File: config.mk
export PLATFORM = sky130hd
export DESIGN_NAME = uart_rx_peripheral
export DESIGN_NICKNAME = d
export VERILOG_FILES = /design/src/rtl/uart_rx_pkg.sv /design/src/rtl/uart_rx_sampler.sv /design/src/rtl/uart_rx_peripheral.sv
export SDC_FILE = /design/constraint.sdc
export NUM_CORES = 1
export LEC_CHECK = 0
export ABC_AREA = 1
export BUFFER_PORTS_ARGS = -buffer_cell sky130_fd_sc_hd__buf_2
export CORE_MARGIN = 3
export CORE_UTILIZATION = 45
export DETAILED_ROUTE_END_ITERATION = 10
export SLEW_MARGIN = 0
export SYNTH_ARGS = -nofsm -noshare
export SYNTH_HDL_FRONTEND = slang
export SYNTH_SLANG_ARGS = --single-unit
File: constraint.sdc
create_clock -name i_uart_clk -period 1.9 [get_ports i_uart_clk]
set_input_delay 0.095 -clock i_uart_clk [delete_from_list [all_inputs] [get_ports i_uart_clk]]
set_output_delay 0.095 -clock i_uart_clk [all_outputs]
set_load 0.01 [all_outputs]
File: src/rtl/uart_rx_pkg.sv
// Shared types and constants for the UART receiver: FSM state encoding,
// oversampling geometry and the mid-bit sample positions.
package uart_rx_pkg;

    typedef enum logic [2:0] {
        UART_RX_IDLE   = 3'd0,
        UART_RX_START  = 3'd1,
        UART_RX_DATA   = 3'd2,
        UART_RX_PARITY = 3'd3,
        UART_RX_STOP   = 3'd4
    } uart_rx_state_e;

    localparam int UART_RX_OVERSAMPLE = 16;
    localparam int UART_RX_DATA_BITS  = 8;

    localparam logic [3:0] UART_RX_SAMPLE_A = 4'd7;
    localparam logic [3:0] UART_RX_SAMPLE_B = 4'd8;
    localparam logic [3:0] UART_RX_SAMPLE_C = 4'd9;

    function automatic logic uart_rx_majority3(input logic a, input logic b, input logic c);
        return (a & b) | (a & c) | (b & c);
    endfunction

endpackage

File: src/rtl/uart_rx_sampler.sv
// Line front end: 2-flop synchronizer, start-edge detect, prescaler, 16x tick
// index and 3-sample majority vote around mid-bit.
module uart_rx_sampler
    import uart_rx_pkg::*;
#(
    parameter int CLKS_PER_TICK = 27
) (
    input  logic clk,
    input  logic rst,
    input  logic rx_sdata,
    input  logic run,
    output logic start_edge,
    output logic bit_decide,
    output logic bit_value,
    output logic bit_end
);

    localparam int PW = $clog2(CLKS_PER_TICK);

    logic          sync1, sync2, sync_prev;
    logic [PW-1:0] presc;
    logic [3:0]    tick;
    logic          samp_a, samp_b;
    logic          wrap;

    always_ff @(posedge clk or posedge rst) begin
        if (rst) begin
            sync1     <= 1'b1;
            sync2     <= 1'b1;
            sync_prev <= 1'b1;
        end else begin
            sync1     <= rx_sdata;
            sync2     <= sync1;
            sync_prev <= sync2;
        end
    end

    assign start_edge = sync_prev & ~sync2;
    assign wrap       = run && (presc == PW'(CLKS_PER_TICK - 1));

    // Counters sit at zero whenever the FSM is idle, so START always begins at 0/0.
    always_ff @(posedge clk or posedge rst) begin
        if (rst) begin
            presc <= '0;
            tick  <= '0;
        end else if (!run) begin
            presc <= '0;
            tick  <= '0;
        end else if (wrap) begin
            presc <= '0;
            tick  <= tick + 4'd1;
        end else begin
            presc <= presc + PW'(1);
        end
    end

    always_ff @(posedge clk or posedge rst) begin
        if (rst) begin
            samp_a <= 1'b0;
            samp_b <= 1'b0;
        end else if (wrap) begin
            if (tick == UART_RX_SAMPLE_A) samp_a <= sync2;
            if (tick == UART_RX_SAMPLE_B) samp_b <= sync2;
        end
    end

    assign bit_decide = wrap && (tick == UART_RX_SAMPLE_C);
    assign bit_value  = uart_rx_majority3(samp_a, samp_b, sync2);
    assign bit_end    = wrap && (tick == 4'(UART_RX_OVERSAMPLE - 1));

endmodule

File: src/rtl/uart_rx_peripheral.sv
// UART receiver: frame FSM, shift register and one-deep holding register.
// Define UART_RX_PARITY_EN to compile in the parity bit and its check.
module uart_rx_peripheral
    import uart_rx_pkg::*;
#(
    parameter int CLKS_PER_TICK = 27
) (
    input  logic       i_uart_clk,
    input  logic       i_uart_rst,
    input  logic       i_uart_rx_sdata,
    input  logic       i_uart_parity_type,
    input  logic       i_uart_rx_ready,
    output logic [7:0] o_uart_rx_pdata,
    output logic       o_uart_rx_valid,
    output logic       o_uart_rx_frame_err,
    output logic       o_uart_rx_parity_err,
    output logic       o_uart_rx_overrun,
    output logic       o_uart_rx_busy
);

    localparam logic [2:0] ST_IDLE   = 3'(UART_RX_IDLE);
    localparam logic [2:0] ST_START  = 3'(UART_RX_START);
    localparam logic [2:0] ST_DATA   = 3'(UART_RX_DATA);
    localparam logic [2:0] ST_STOP   = 3'(UART_RX_STOP);
`ifdef UART_RX_PARITY_EN
    localparam logic [2:0] ST_PARITY = 3'(UART_RX_PARITY);
`endif

    logic [2:0] state;
    logic [2:0] bit_cnt;
    logic [7:0] shreg;
    logic       start_edge, bit_decide, bit_value, bit_end;
    logic       load_req, load_ok;

    uart_rx_sampler #(.CLKS_PER_TICK(CLKS_PER_TICK)) u_sampler (
        .clk        (i_uart_clk),
        .rst        (i_uart_rst),
        .rx_sdata   (i_uart_rx_sdata),
        .run        (state != ST_IDLE),
        .start_edge (start_edge),
        .bit_decide (bit_decide),
        .bit_value  (bit_value),
        .bit_end    (bit_end)
    );

    always_ff @(posedge i_uart_clk or posedge i_uart_rst) begin
        if (i_uart_rst) begin
            state   <= ST_IDLE;
            bit_cnt <= '0;
            shreg   <= '0;
        end else begin
            case (state)
                ST_IDLE: begin
                    if (start_edge) begin
                        state   <= ST_START;
                        bit_cnt <= '0;
                    end
                end
                ST_START: begin
                    if (bit_decide && bit_value) state <= ST_IDLE;
                    else if (bit_end)            state <= ST_DATA;
                end
                ST_DATA: begin
                    if (bit_decide) shreg <= {bit_value, shreg[7:1]};
                    if (bit_end) begin
                        bit_cnt <= bit_cnt + 3'd1;
                        if (bit_cnt == 3'(UART_RX_DATA_BITS - 1)) begin
`ifdef UART_RX_PARITY_EN
                            state <= ST_PARITY;
`else
                            state <= ST_STOP;
`endif
                        end
                    end
                end
`ifdef UART_RX_PARITY_EN
                ST_PARITY: begin
                    if (bit_end) state <= ST_STOP;
                end
`endif
                // Leave mid-stop-bit so a back-to-back start edge is not missed.
                ST_STOP: begin
                    if (bit_decide) state <= ST_IDLE;
                end
                default: state <= ST_IDLE;
            endcase
        end
    end

    assign load_req = (state == ST_STOP) && bit_decide;
    assign load_ok  = load_req && (!o_uart_rx_valid || i_uart_rx_ready);

    always_ff @(posedge i_uart_clk or posedge i_uart_rst) begin
        if (i_uart_rst) begin
            o_uart_rx_pdata     <= '0;
            o_uart_rx_frame_err <= 1'b0;
            o_uart_rx_valid     <= 1'b0;
        end else if (load_ok) begin
            o_uart_rx_pdata     <= shreg;
            o_uart_rx_frame_err <= !bit_value;
            o_uart_rx_valid     <= 1'b1;
        end else if (o_uart_rx_valid && i_uart_rx_ready) begin
            o_uart_rx_valid     <= 1'b0;
        end
    end

`ifdef UART_RX_PARITY_EN
    logic par_err_q, hold_par_err;

    // Even type: parity bit equals XOR of data; odd type inverts it.
    always_ff @(posedge i_uart_clk or posedge i_uart_rst) begin
        if (i_uart_rst) begin
            par_err_q <= 1'b0;
        end else if (state == ST_IDLE && start_edge) begin
            par_err_q <= 1'b0;
        end else if (state == ST_PARITY && bit_decide) begin
            par_err_q <= bit_value != (^shreg ^ i_uart_parity_type);
        end
    end

    always_ff @(posedge i_uart_clk or posedge i_uart_rst) begin
        if (i_uart_rst)   hold_par_err <= 1'b0;
        else if (load_ok) hold_par_err <= par_err_q;
    end

    assign o_uart_rx_parity_err = hold_par_err;
`else
    logic unused_parity_type;
    assign unused_parity_type   = i_uart_parity_type;
    assign o_uart_rx_parity_err = 1'b0;
`endif

    assign o_uart_rx_overrun = load_req && o_uart_rx_valid && !i_uart_rx_ready;
    assign o_uart_rx_busy    = state != ST_IDLE;

endmodule

Word-level counts from Yosys, hierarchy flattened
Cells that the tools add are included.
{"block": "word_totals", "register_bits": 38, "inputBits": 5, "output_inout_bits": 13}
{"block": "op_classes", "add_sub_neg": 3, "eq_ne": 15, "n_mux": 16, "bitwise_logic": 7, "reduce_logical": 22}
{"operator": "2-to-1 mux 3 bit", "n": 8}
{"operator": "== test 4 bit, second input constant", "n": 3}
{"operator": "one-hot mux 3 bit (4 select lines)", "n": 1}
{"operator": "2-to-1 mux 5 bit", "n": 2}
{"operator": "inequality test 2 bit, second input constant", "n": 5}
{"operator": "logical AND 1 bit", "n": 9}
{"operator": "2-to-1 mux 4 bit", "n": 2}
{"operator": "== test 3 bit, second input constant", "n": 2}
{"operator": "one-hot mux 3 bit (2 select lines)", "n": 1}
{"operator": "AND reduction 2 bit", "n": 3}
{"operator": "adder 5 x 1 -> 5 bit, second input constant", "n": 1}
{"operator": "== test 5 bit, second input constant", "n": 1}
{"operator": "AND reduction 5 bit", "n": 1}
{"operator": "adder 4 x 1 -> 4 bit, second input constant", "n": 1}
{"operator": "bitwise AND 1 bit", "n": 4}
{"operator": "== test 4 x 3 -> 1 bit, second input constant", "n": 1}
{"operator": "nonzero test 2 bit", "n": 2}
{"operator": "adder 3 x 1 -> 3 bit, second input constant", "n": 1}
{"operator": "== test 3 x 1 -> 1 bit, second input constant", "n": 1}
{"operator": "== test 3 x 2 -> 1 bit, second input constant", "n": 1}
{"operator": "logical NOT 1 bit", "n": 3}
{"operator": "logical NOT 3 bit", "n": 1}
{"operator": "inequality test 3 bit, second input constant", "n": 1}
{"operator": "AND reduction 3 bit", "n": 1}
{"operator": "other kinds (5)", "n": 7}

Depth between registers and ports, before layout
{"block": "logic_depth", "word_depth": 6, "ltp_mapped": 10, "depth_no_buf": 10}

By module
Synthesis repeated with hierarchy kept, for this count alone.
{"block": "unflattened", "hier_cells": 213, "area_unflattened_um2": 1841.8}
{"module": "uart_rx_peripheral", "instances": 1, "cells_per_inst": 131, "area_each_um2": 1141.1}
{"module": "uart_rx_sampler", "instances": 1, "cells_per_inst": 82, "area_each_um2": 700.7}

Least setup slack after synthesis
Ideal clock, no wire load.
{"block": "synth_timing", "path_kind": "flip-flop to flip-flop", "startpoint": "register u_sampler.presc[0]", "endpoint": "register o_uart_rx_pdata[7]", "setup_time_ns": 0.118, "arrival_time_ns": 1.375, "required_ns": 1.782, "path_slack_ns": 0.408, "stages_incl_launch_ff": 11, "path_cell_list": "dfrtp_1 > inv_1 > ha_1 > nand2_1 > nor2_4 > nand3_2 > clkinv_2 > nand3_4 > buf_6 > nand2_1 > o21ai_2"}
{"block": "synth_between", "elab_chain_len": 5}
{"element": "start, declared", "line_no": "uart_rx_sampler.sv:21", "rtl": "logic [PW-1:0] presc;"}
{"element": "start signal, assigned", "line_no": "uart_rx_sampler.sv:53", "rtl": "presc <= presc + PW'(1);"}
{"element": "== test 5 bit", "line_no": "uart_rx_sampler.sv:39", "rtl": "assign wrap = run && (presc == PW'(CLKS_PER_TICK - 1));"}
{"element": "logical AND 1 bit", "line_no": "uart_rx_sampler.sv:39"}
{"element": "logical AND 1 bit", "line_no": "uart_rx_sampler.sv:67", "rtl": "assign bit_decide = wrap && (tick == UART_RX_SAMPLE_C);"}
{"element": "logical AND 1 bit", "line_no": "uart_rx_peripheral.sv:90", "rtl": "assign load_req = (state == ST_STOP) && bit_decide;"}
{"element": "logical AND 1 bit", "line_no": "uart_rx_peripheral.sv:91", "rtl": "assign load_ok = load_req && (!o_uart_rx_valid || i_uart_rx_ready);"}
{"element": "end signal, assigned", "line_no": "uart_rx_peripheral.sv:99", "rtl": "o_uart_rx_pdata <= shreg;"}
{"element": "end, declared", "line_no": "uart_rx_peripheral.sv:13", "rtl": "output logic [7:0] o_uart_rx_pdata,"}
No other way between the ends.
A chain may end at the register's enable or synchronous reset.

Worst setup path after layout
{"block": "layout_timing", "startpoint": "register u_sampler.tick[1]", "endpoint": "output port o_uart_rx_overrun"}
{"block": "layout_between", "elab_chain_len": 5}
{"element": "start, declared", "line_no": "uart_rx_sampler.sv:22", "rtl": "logic [3:0] tick;"}
{"element": "start signal, assigned", "line_no": "uart_rx_sampler.sv:51", "rtl": "tick <= tick + 4'd1;"}
{"element": "== test 4 bit", "line_no": "uart_rx_sampler.sv:67"}
{"element": "logical AND 1 bit", "line_no": "uart_rx_sampler.sv:67"}
{"element": "logical AND 1 bit", "line_no": "uart_rx_peripheral.sv:90"}
{"element": "logical AND 1 bit (2 in series)", "line_no": "uart_rx_peripheral.sv:133", "rtl": "assign o_uart_rx_overrun = load_req && o_uart_rx_valid && !i_uart_rx_ready;"}
{"element": "end, declared", "line_no": "uart_rx_peripheral.sv:17", "rtl": "output logic o_uart_rx_overrun,"}
No other way between the ends.

==> impl_metrics.ini <==
[synthesis]
synthAdderAreaFrac_pct = 4.93
ys_ff_latch = 38
ys_warn_count = 0
synth_area_per_cell_um2 = 9.31
synth_top_family_by_area = simple AND/OR/NAND/NOR gates
postSynthCellCount = 191
synth_compound_area_share_pct = 9.15
synth_nets = 203
synth_cell_types = 27
synth_area_um2 = 1780
ys_seq_area_share_pct = 53.7
synth_xor_area_share_pct = 1.48
synthMuxAreaShare_pct = 0
yosys.area_share.simple_pct = 22.2

[floorplan]
ioPinCount = 18
die-height_um = 68.9
core.rowCount = 22
dieArea_um2 = 4740
die_width_um = 68.9
initial_core_util_pct = 47.5
fp.coreArea_um2 = 3740

[placed_design]
gp_congestion = 0.883
io_buffer_count = 15
dpl.hpwl_mm = 2.14
dp_worst_setup_slack_ns = 0.224

[sta]
maxSlewViolCount = 0
fin_skew_ns = 0.00366
hold_ws_ns = 0.144
min_period_over_period_pct = 92.9
finalSetupViolCount = 0
post-route-min-period_ns = 1.77
rsz0062_at_grt = no
setup_ws_ns = 0.134
max_freq_mhz = 566
hold_viol_final = 0
tns_ns = 0

[worst_setup_path]
worst_ep_arrival_time_ns = 1.67
r2r_slack_ns = 0.26
startpoint_type = flip-flop
r2r_start = u_sampler.tick[1]
required_ns = 1.80
timing.rr.end = o_uart_rx_pdata[2]
cp_slowest_cell = dfrtp_1
worstPathCellList = inv_1 > ha_1 > inv_1 > nor2_1 > nand3_2 > clkinv_2 > nand2_1 > nor2_1 > buf_2
end_kind = output port
slowest_delay_ns = 0.40
path_max_fanout = 4
r2r_cells = 9
critPathKind = flip-flop to output port

[power]
power.share.clock_pct = 32.5
leakage_nw = 1.00
p_seq_share_pct = 54.4
intPower_mw = 1.26
swShare_pct = 25.9
p_switching_mw = 0.439
comb_power_share_pct = 13.1
irDropWorstVdd_uv = 411
p_per_area_nw_per_um2 = 839

[run_status]
status = complete, no violations

[hold_path]
hp-class = primary input to flip-flop
whs_path_depth = 4
min_from = i_uart_rx_ready
min_to = o_uart_rx_valid

[clock_tree]
clockBufferDepth = 2
htreeDepth = 2
cts_inserted_buffers = 5
clk_latency_ns = 0.28
root_buffer = clkbuf_8
clk_pin_slew_ns = 0.07
cts_tree = done
cts.sinks = 38
post_cts_resized = 0

[cells_and_area]
n_antenna_cell = 0
syn2layout_area_growth_pct = 13.9
drive_gt1_share_pct = 23.0
fillerInstances = 364
mostFrequentLayoutCells = 47 x nand2_1, 35 x dfrtp_1, 26 x inv_1, 15 x buf_2, 13 x nand3_1
final_nets = 228
final_common_cell = nand2_1

[global_route]
grt_first_pass_wirelength_mm = 5.17
grt_pass1_vias = 1210
grtUsageTotal_pct = 15.2
grt_max_degree = 39
grt_overflow = 0
antenna_found_initial = 0

[flow_run]
drv_cap = 0

[routing]
drcViolationCount = 0
routedWlPerCell_um = 11.2
dr_total_vias = 1287
vias_per_cell = 4.86
first_pass_iters = 4
ant_nets = 0
wirelength_mm = 2.98
first_iter_violations = 62
[cell families after synthesis]
logic type,count (synthesis)
flops,38
fa+ha+maj,7
simple gates,83
xor+xnor,3
buf+inv,34
other cells,1
compound gates,25
[state kept, by name (all words and copies together) (netlist names)]
register and count:
u_sampler.presc 5, o_uart_rx_pdata 8, u_sampler.sync_prev 1, u_sampler.sync1 1
o_uart_rx_valid 1, o_uart_rx_frame_err 1, state 3, u_sampler.samp_b 1
u_sampler.sync2 1, bit_cnt 3, u_sampler.tick 4, shreg 8
u_sampler.samp_a 1
[stage by stage]
stage                     area [um2]  cells  util [%]  power [mW]
after detailed placement        1900    253      50.7        1.14
final                           2020    265      54.1        1.70
after floorplan                 1780    191         -        1.09
after CTS                       2010    263      53.7        1.71
after global placement          1900    253      50.7        1.13
after global routing            2020    265      54.1        1.81
[metal layers]
| metal | part of all wire [%] | vias up | wire (um) | GRT usage, % |
|---|---|---|---|---|
| met2 | 50 | 24 | 1480 | 26.1 |
| met5 | 0 | - | 0 | 0 |
| met4 | 1.5 | 0 | 46 | 6.57 |
| li1 | - | 647 | - | - |
| met3 | 4.5 | 4 | 135 | 5.83 |
| met1 | 44 | 612 | 1320 | 16.7 |
[worst max-delay path by stage]
| stage | start | endpoint | slack, ns | cells past startpoint |
|---|---|---|---|---|
| 2_1_floorplan | u_sampler.presc[0] | o_uart_rx_pdata[7] | 0.41 | 10 |
| 3_3_place_gp | u_sampler.presc[0] | o_uart_rx_frame_err | 0.27 | 9 |
| 3_5_place_dp | u_sampler.presc[0] | o_uart_rx_pdata[1] | 0.22 | 9 |
| 4_1_cts | u_sampler.presc[0] | o_uart_rx_overrun | 0.08 | 9 |
| 5_1_grt | u_sampler.presc[0] | o_uart_rx_overrun | 0.01 | 9 |
| 6_report | u_sampler.tick[1] | o_uart_rx_overrun | 0.13 | 9 |
[timing repair]
item / CTS / global route
hold buffers: 2 / 0
endpoints found under the hold margin: 36 / 0
setup buffers: 0 / 2
setup endpoints to repair: 0 / 1
[cell usage after synthesis (all sizes together)]
| cell | n | area [um2] |
|---|---|---|
| nand2 | 48 | 183 |
| dfrtp | 35 | 876 |
| inv | 30 | 113 |
| o21ai | 22 | 144 |
| nand3 | 16 | 110 |
| nor2 | 11 | 48.8 |
| ha | 7 | 87.6 |
| nor3 | 5 | 35.0 |
| buf | 3 | 30.0 |
| dfstp | 3 | 78.8 |
| a21oi | 2 | 10.0 |
| nand4 | 2 | 12.5 |
| xor2 | 2 | 17.5 |
| and2 | 1 | 6.26 |
| clkinv | 1 | 5.00 |
| conb | 1 | 3.75 |
| o32ai | 1 | 8.76 |
| xnor2 | 1 | 8.76 |
[area by class of cell]
class / count / area, um2 / area share [%]
sequential: 38 / 955 / 47.2
multi-input combinational: 119 / 676 / 33.4
timing repair buffer: 21 / 125 / 6.18
inverter: 31 / 118 / 5.81
clock buffer: 7 / 86.3 / 4.26
tap: 48 / 60.1 / 2.97
clock inverter: 1 / 5.00 / 0.247
[critical path, delay by kind of cell, from the launching register on]
kind / cells / cell delay [ns]
simple gates: 4 / 0.45
flops: 1 / 0.40
buf+inv: 4 / 0.38
fa+ha+maj: 1 / 0.15
[power by group through the flow]
stage	combinational, mW	sequential, mW	clock (mW)
after floorplan	0.160	0.930	0
after global placement	0.190	0.937	0
after detailed placement	0.201	0.942	0
after CTS	0.206	0.927	0.575
after global routing	0.266	0.932	0.616
final	0.222	0.924	0.552
(Power assumes the default switching activity.)
